**config.mk**
```make
export PLATFORM = sky130hd
export DESIGN_NAME = read_ptr_ctrl
export DESIGN_NICKNAME = d
export VERILOG_FILES = /design/src/rtl/fifo_pkg.sv /design/src/rtl/gray_to_bin.sv /design/src/rtl/read_ptr_ctrl.sv
export SDC_FILE = /design/constraint.sdc
export NUM_CORES = 1
export LEC_CHECK = 0
export CORE_MARGIN = 4
export CORE_UTILIZATION = 43
export CTS_BUF_LIST = sky130_fd_sc_hd__clkbuf_4 sky130_fd_sc_hd__clkbuf_8
export DETAILED_ROUTE_END_ITERATION = 10
export PLACE_DENSITY = 0.78
export RECOVER_POWER = 50
export SETUP_SLACK_MARGIN = 0.15
export SLEW_MARGIN = 0
export SYNTH_ARGS = -nofsm -noshare
export SYNTH_HDL_FRONTEND = slang
export SYNTH_SLANG_ARGS = --single-unit
```
**constraint.sdc**
```tcl
create_clock -name readClkIn -period 3.1 [get_ports readClkIn]
set_clock_uncertainty 0.1 [all_clocks]
set_input_delay 0.62 -clock readClkIn [delete_from_list [all_inputs] [get_ports readClkIn]]
set_output_delay 0.62 -clock readClkIn [all_outputs]
set_load 0.005 [all_outputs]
```
**src/rtl/fifo_pkg.sv**
```systemverilog
// Shared async-FIFO helpers: pointer width derivation and Gray/binary
// conversion, used by both the read- and write-side pointer controllers.
package fifo_pkg;

  // Pointers carry one extra MSB beyond the address so full and empty
  // can be told apart when the address bits match.
  function automatic int unsigned ptr_width(input int unsigned aw);
    return aw + 1;
  endfunction

  // Binary to Gray on the low w bits; bits at or above w are returned as 0.
  function automatic logic [31:0] bin2gray(input logic [31:0] b,
                                           input int unsigned w);
    logic [31:0] t;
    logic [31:0] g;
    t = b ^ (b >> 1);
    g = '0;
    for (int i = 0; i < 32; i++) begin
      if (i < int'(w)) g[i] = t[i];
    end
    return g;
  endfunction

  // Gray to binary on the low w bits: each binary bit is the XOR of all
  // Gray bits at and above it within the width.
  function automatic logic [31:0] gray2bin(input logic [31:0] g,
                                           input int unsigned w);
    logic [31:0] b;
    logic        acc;
    b   = '0;
    acc = 1'b0;
    for (int i = 31; i >= 0; i--) begin
      if (i < int'(w)) begin
        acc  = acc ^ g[i];
        b[i] = acc;
      end
    end
    return b;
  endfunction

endpackage

```
**src/rtl/gray_to_bin.sv**
```systemverilog
// Combinational Gray-to-binary converter of parametrised width.
module gray_to_bin
  import fifo_pkg::*;
#(
  parameter int unsigned W = 5
) (
  input  logic [W-1:0] grayIn,
  output logic [W-1:0] binOut
);

  // Pure prefix-XOR from the MSB down; no state.
  always_comb begin
    binOut = W'(gray2bin(32'(grayIn), W));
  end

endmodule

```
**src/rtl/read_ptr_ctrl.sv**
```systemverilog
// Read-side pointer controller for the async FIFO (read clock domain).
// Holds binary/Gray read pointers, empty and almost-empty flags, occupancy,
// a sticky underflow flag and a read-valid strobe aligned to a one-cycle
// registered memory read.
module read_ptr_ctrl
  import fifo_pkg::*;
#(
  parameter int unsigned addrWidth = 4
) (
  input  logic                 readClkIn,
  input  logic                 readRstIn,
  input  logic                 readEnableIn,
  input  logic [addrWidth:0]   syncedWritePtrIn,
  input  logic [addrWidth:0]   almostEmptyThreshIn,
  input  logic                 underflowClearIn,
  output logic [addrWidth-1:0] readAddrOut,
  output logic [addrWidth:0]   readPtrOut,
  output logic                 fifoEmptyOut,
  output logic                 almostEmptyOut,
  output logic [addrWidth:0]   fillLevelOut,
  output logic                 underflowOut,
  output logic                 readValidOut
);

  localparam int unsigned PTR_W = ptr_width(addrWidth);

  logic [PTR_W-1:0] read_bin_q,  read_bin_d;
  logic [PTR_W-1:0] read_gray_q, read_gray_d;
  logic [PTR_W-1:0] fill_q,      fill_d;
  logic             empty_q,     empty_d;
  logic             aempty_q,    aempty_d;
  logic             uflow_q,     uflow_d;
  logic             rvalid_q,    rvalid_d;

  logic             accept;
  logic             uflow_set;
  logic [PTR_W-1:0] write_bin_sync;

  gray_to_bin #(.W(PTR_W)) u_wptr_g2b (
    .grayIn (syncedWritePtrIn),
    .binOut (write_bin_sync)
  );

  // Next-state: flags and occupancy are taken against the post-pop pointer
  // so a pop of the last word shows empty on the very next edge.
  always_comb begin
    accept      = readEnableIn & ~empty_q;
    uflow_set   = readEnableIn & empty_q;
    read_bin_d  = read_bin_q + PTR_W'(accept);
    read_gray_d = PTR_W'(bin2gray(32'(read_bin_d), PTR_W));
    fill_d      = write_bin_sync - read_bin_d;
    empty_d     = (read_gray_d == syncedWritePtrIn);
    aempty_d    = (fill_d <= almostEmptyThreshIn);
    // Set dominates a same-cycle clear so no underflow is ever lost.
    uflow_d     = uflow_set | (uflow_q & ~underflowClearIn);
    rvalid_d    = accept;
  end

  // State registers with synchronous active-high reset.
  always_ff @(posedge readClkIn) begin
    if (readRstIn) begin
      read_bin_q  <= '0;
      read_gray_q <= '0;
      fill_q      <= '0;
      empty_q     <= 1'b1;
      aempty_q    <= 1'b1;
      uflow_q     <= 1'b0;
      rvalid_q    <= 1'b0;
    end else begin
      read_bin_q  <= read_bin_d;
      read_gray_q <= read_gray_d;
      fill_q      <= fill_d;
      empty_q     <= empty_d;
      aempty_q    <= aempty_d;
      uflow_q     <= uflow_d;
      rvalid_q    <= rvalid_d;
    end
  end

  assign readAddrOut    = read_bin_q[addrWidth-1:0];
  assign readPtrOut     = read_gray_q;
  assign fifoEmptyOut   = empty_q;
  assign almostEmptyOut = aempty_q;
  assign fillLevelOut   = fill_q;
  assign underflowOut   = uflow_q;
  assign readValidOut   = rvalid_q;

endmodule

```
* Word level (Yosys, flattened, before mapping)
Cells that the tools add are included.
** Word-level totals
- Register bits after elaboration :: 19
- Bits of input ports :: 14
- Output and inout port bits :: 18
- Logic and storage cells :: 22
** Operators by class
- Add/sub/neg operators :: 2
- Order comparisons :: 1
- Equality and inequality tests :: 1
- Bitwise operators :: 11
** Operators with widths (count)
- 5-bit by 1-bit adder with 5-bit output :: 1
- 5-bit equality test :: 1
- 5-bit <= comparator :: 1
- 5-bit subtractor :: 1
- 5-bit by 4-bit XOR with 5-bit output :: 1
- 1-bit XOR :: 4
- 1-bit AND :: 3
- 1-bit NOT :: 2
- 1-bit bitwise OR :: 1

* Longest topological paths before layout
- Word-level depth :: 6
- Depth in mapped cells :: 14
- Mapped depth without buffers :: 14

* By module
Synthesis repeated with hierarchy kept, for this count alone.
** Second synthesis, totals
- Cell total of the unflattened synthesis :: 112
- Area, all modules :: 1104.8 um2
** By module, submodules not included
- read_ptr_ctrl :: times used 1, cells each 106, area each 1032.2 um2, seq. area each 360.3 um2
- gray_to_bin :: times used 1, cells each 6, area each 72.6 um2, seq. area each 0.0 um2

* Worst setup path after synthesis
OpenSTA, ideal clock, no wires.
- Kind :: in2reg
- Start point :: in syncedWritePtrIn[4]
- End point :: reg aempty_q, in the netlist almostEmptyOut
- Setup time :: 74 ps
- Data arrival time :: 3118 ps
- Data required time :: 2926 ps
- Setup slack :: -192 ps
- Cell stages on the path :: 13
- Path buffers :: 0
- Path through :: xor2_1 xnor2_1 xor2_1 xor2_1 ha_1 fa_1 inv_1 ha_1 nor2b_1 o21a_1 o21a_1 o21a_1 o21ai_0
** Between the ends
- Longest elaborated chain between the ends :: 6
** RTL lines
- start: declaration :: line read_ptr_ctrl.sv:13 : input logic [addrWidth:0] syncedWritePtrIn,
- 1-bit XOR * (3 in series) :: line fifo_pkg.sv:34 : acc = acc ^ g[i];
- 1-bit XOR :: line fifo_pkg.sv:34
- 5-bit subtractor * :: line read_ptr_ctrl.sv:51 : fill_d = write_bin_sync - read_bin_d;
- net fill_d[1] :: line read_ptr_ctrl.sv:29 : logic [PTR_W-1:0] fill_q, fill_d;
- 5-bit <= comparator * :: line read_ptr_ctrl.sv:53 : aempty_d = (fill_d <= almostEmptyThreshIn);
- end signal: assignment :: line read_ptr_ctrl.sv:74 : aempty_q <= aempty_d;
- end: declaration :: line read_ptr_ctrl.sv:31 : logic aempty_q, aempty_d;
The timed path passes the listed nets; every way through them passes the cells marked *.
A chain may end at the register's enable or synchronous reset.

* Worst setup path after layout
- Start point :: in syncedWritePtrIn[3]
- End point :: reg aempty_q, in the netlist almostEmptyOut
** Between the ends
- Longest elaborated chain between the ends :: 6
** RTL lines (line)
- 1-bit XOR * :: fifo_pkg.sv:34
- 1-bit XOR (3 in series) :: fifo_pkg.sv:34
- 5-bit subtractor * :: read_ptr_ctrl.sv:51
- net fill_d[4] :: read_ptr_ctrl.sv:29
- 5-bit <= comparator * :: read_ptr_ctrl.sv:53
Marked as above.

==> impl_metrics.json <==
{
  "synth_top_cell_by_area": "dfxtp_1",
  "finalCritPeriodShare_pct": 100,
  "ys_seq_area_share_pct": 35.8,
  "ys_seq_elements": 18,
  "synthCells": 105,
  "grt_pass1_vias": 987,
  "wl_per_cell_um": 13.6,
  "cts_max_level": 1,
  "io_pins": 32,
  "fmax_ghz": 0.323,
  "fp-row-count": 17,
  "peakVddDrop_uv": 287,
  "hold_viol": 0,
  "die_h_um": 56.4,
  "grt_usage_pct": 17.3,
  "die-area_mm2": 0.00318,
  "diodes": 0,
  "final_core_util_pct": 74.3,
  "holdPathEnd": "underflowOut",
  "path_common_cell": "xnor2_2",
  "timing.rr.end": "almostEmptyOut",
  "synth_area_leaders": "dfxtp_1 (36%), ha_1 (14%), xnor2_1 (10%)",
  "cts_hold_buf": 0,
  "netlist.area_leader.share_pct": 35.8,
  "port_buffers": 31,
  "max_stage_delay_ns": 0.28,
  "setup_violations": 0,
  "synthTopCellsByCount": "dfxtp_1 (18), xnor2_1 (12), ha_1 (11), inv_1 (10), nor2_1 (10)",
  "startpoint_type": "primary input",
  "finalCriticalPeriod_ns": 3.10,
  "finalSetupTns_ns": 0,
  "vias": 912,
  "cts_tree": "yes",
  "ys_warn_count": 0,
  "nNetsFinal": 190,
  "clockRootBuffer": "clkbuf_4",
  "syn2layout_area_growth_pct": 63.3,
  "crit_required_ns": 3.19,
  "relSlewSlack_pct": 55.6,
  "clock-sinks": 18,
  "cap_viol_max_count": 0,
  "hpwl_um": 1790,
  "reg2reg_depth": 12,
  "worst_ep_arrival_time_ns": 3.19,
  "r2r_slack_ns": 0.30,
  "clk_pin_slew_worst_paths_ns": 0.10,
  "p_leak_nw": 0.761,
  "clkLatencyLatePin_ns": 0.29,
  "routed_wl_um": 2590,
  "cts.path.max_buffers": 2,
  "power_density_mw_per_mm2": 421,
  "path_max_fanout": 2,
  "synthFlopType": "dfxtp_1",
  "gr-total-overflow": 0,
  "grt_first_pass_wirelength_um": 4250,
  "numCtsBuffers": 3,
  "path_cells": "buf_8 -> xor2_4 -> xnor2_2 -> xor2_2 -> xor2_1 -> ha_2 -> fa_2 -> inv_2 -> a21o_1 -> a21oi_2 -> xnor2_2 -> ha_1 -> and3_1 -> a31oi_1 -> o21ai_1",
  "synth-async-reset-ratio_pct": 0,
  "via_per_inst": 4.80,
  "drc": 0,
  "min_path_cells": 2,
  "avgSynthCellArea_um2": 9.58,
  "initial_core_util_pct": 45.5,
  "coreArea_mm2": 0.00221,
  "hp-class": "reg -> reg",
  "netlist_area_mm2": 0.00101,
  "antenna_found_initial": 0,
  "end_kind": "flop",
  "drtAntennaViolNets": 0,
  "holdCritStartpoint": "underflowOut",
  "synth-edff-count": 0,
  "drv_slew": 0,
  "max_slew.worst_pin.slew_ns": 0.665,
  "routabilityCongestion": 0.773,
  "worst-setup-path-type": "in -> reg",
  "drtPass1Iterations": 4,
  "rr_startpoint": "fifoEmptyOut",
  "cp_slowest_cell": "ha_1",
  "drt_iter0_drc": 11,
  "synthesis.nets": 131,
  "synth_cell_types": 27,
  "grt_max_degree": 19,
  "synth.most_common_cell": "dfxtp_1",
  "rsz0062_at_grt": "true",
  "status": "finished clean",
  "drive_above_1_share_pct": 28.4,
  "die_w_um": 56.4
}
## sequential cells by signal, summed over array words and instances (netlist names)
signal,count
fifoEmptyOut,1
read_bin_q,5
readValidOut,1
underflowOut,1
readPtrOut,4
fillLevelOut,5
almostEmptyOut,1
## how the worst max path moves through the flow
stage	startpoint	to	slack [ns]	cells after the start
after floorplan	syncedWritePtrIn[4]	almostEmptyOut	-0.16	13
after CTS	syncedWritePtrIn[3]	almostEmptyOut	0.12	15
after global routing	syncedWritePtrIn[3]	almostEmptyOut	-0.14	15
after detailed placement	syncedWritePtrIn[4]	almostEmptyOut	-0.81	14
after global placement	syncedWritePtrIn[4]	almostEmptyOut	-0.74	14
final	syncedWritePtrIn[3]	almostEmptyOut	0.0008	15
## repair_timing
item                                    CTS  global route
pin swaps                                14            10
setup buffers                             4             2
endpoints found under the setup margin    2             1
resized for setup                        28             2
endpoints found under the hold margin     0             0
## worst max-delay path: cells and delay by family
kind	cells	cell delay (ns)
AOI/OAI and AO/OA	4	0.60
buffers and inverters	2	0.14
xor gates and xnor gates	5	0.91
and+or+nand+nor	1	0.16
adders and majority gates	3	0.74
## cell families (layout without fill, tap and decap cells)
family                   Yosys count  in the layout  share of synthesized area, %
AND/OR/NAND/NOR                   29             29                          15.9
buffers and inverters             12             69                          4.48
AO/OA/AOI/OAI                     12             12                          8.08
adder cells (fa/ha/maj)           12             12                          15.7
flip-flops                        18             18                          35.8
XOR/XNOR                          21             21                          19.0
multiplexers                       1              1                         0.995
## metal layers
metal | vias up | wire [um] | track usage (%)
li1 | 454 | - | -
met1 | 427 | 1050 | 18.8
met2 | 26 | 1360 | 30.6
met3 | 5 | 133 | 3.68
met4 | 0 | 52 | 10.2
met5 | - | 0 | 0
## stage by stage
stage / area, um^2 / std cells / total power (W) / setup WS, ns / hold slack (ns)
2_1_floorplan: 1040 / 105 / 0.000404 / -0.160 / 0.361
3_3_place_gp: 1520 / 181 / 0.000513 / -0.741 / 0.358
3_5_place_dp: 1520 / 181 / 0.000523 / -0.806 / 0.374
4_1_cts: 1640 / 188 / 0.000678 / 0.124 / 0.391
5_1_grt: 1640 / 190 / 0.000735 / -0.139 / 0.409
6_report: 1640 / 190 / 0.000692 / 0.000776 / 0.385
## cell type report
cell class	instances	area [um^2]
flip-flops and latches	18	360
multi-input cells	75	686
repair buffers	56	502
clock buffers	3	22.5
inverters	10	37.5
well taps	28	35.0
fillers	159	569
## layout by cell type (no fill, tap or decap), drive strengths merged, types with 7 or more instances in the layout
master | netlist | final
inv | 10 | 10
ha | 11 | 11
dlygate4sd3 | 0 | 9
xnor2 | 12 | 12
buf | 0 | 26
dfxtp | 18 | 18
nor2 | 10 | 10
xor2 | 9 | 9
nor2b | 7 | 7
clkdlybuf4s50 | 0 | 17
## where the power goes
part / total [W] / switching [W] / internal, W
Sequential: 0.000260 / 0.00000726 / 0.000253
Clock: 0.000118 / 0.0000727 / 0.0000452
Combinational: 0.000314 / 0.000127 / 0.000187
Total: 0.000692 / 0.000207 / 0.000485
Note: power is estimated with default switching activity, not from simulation.
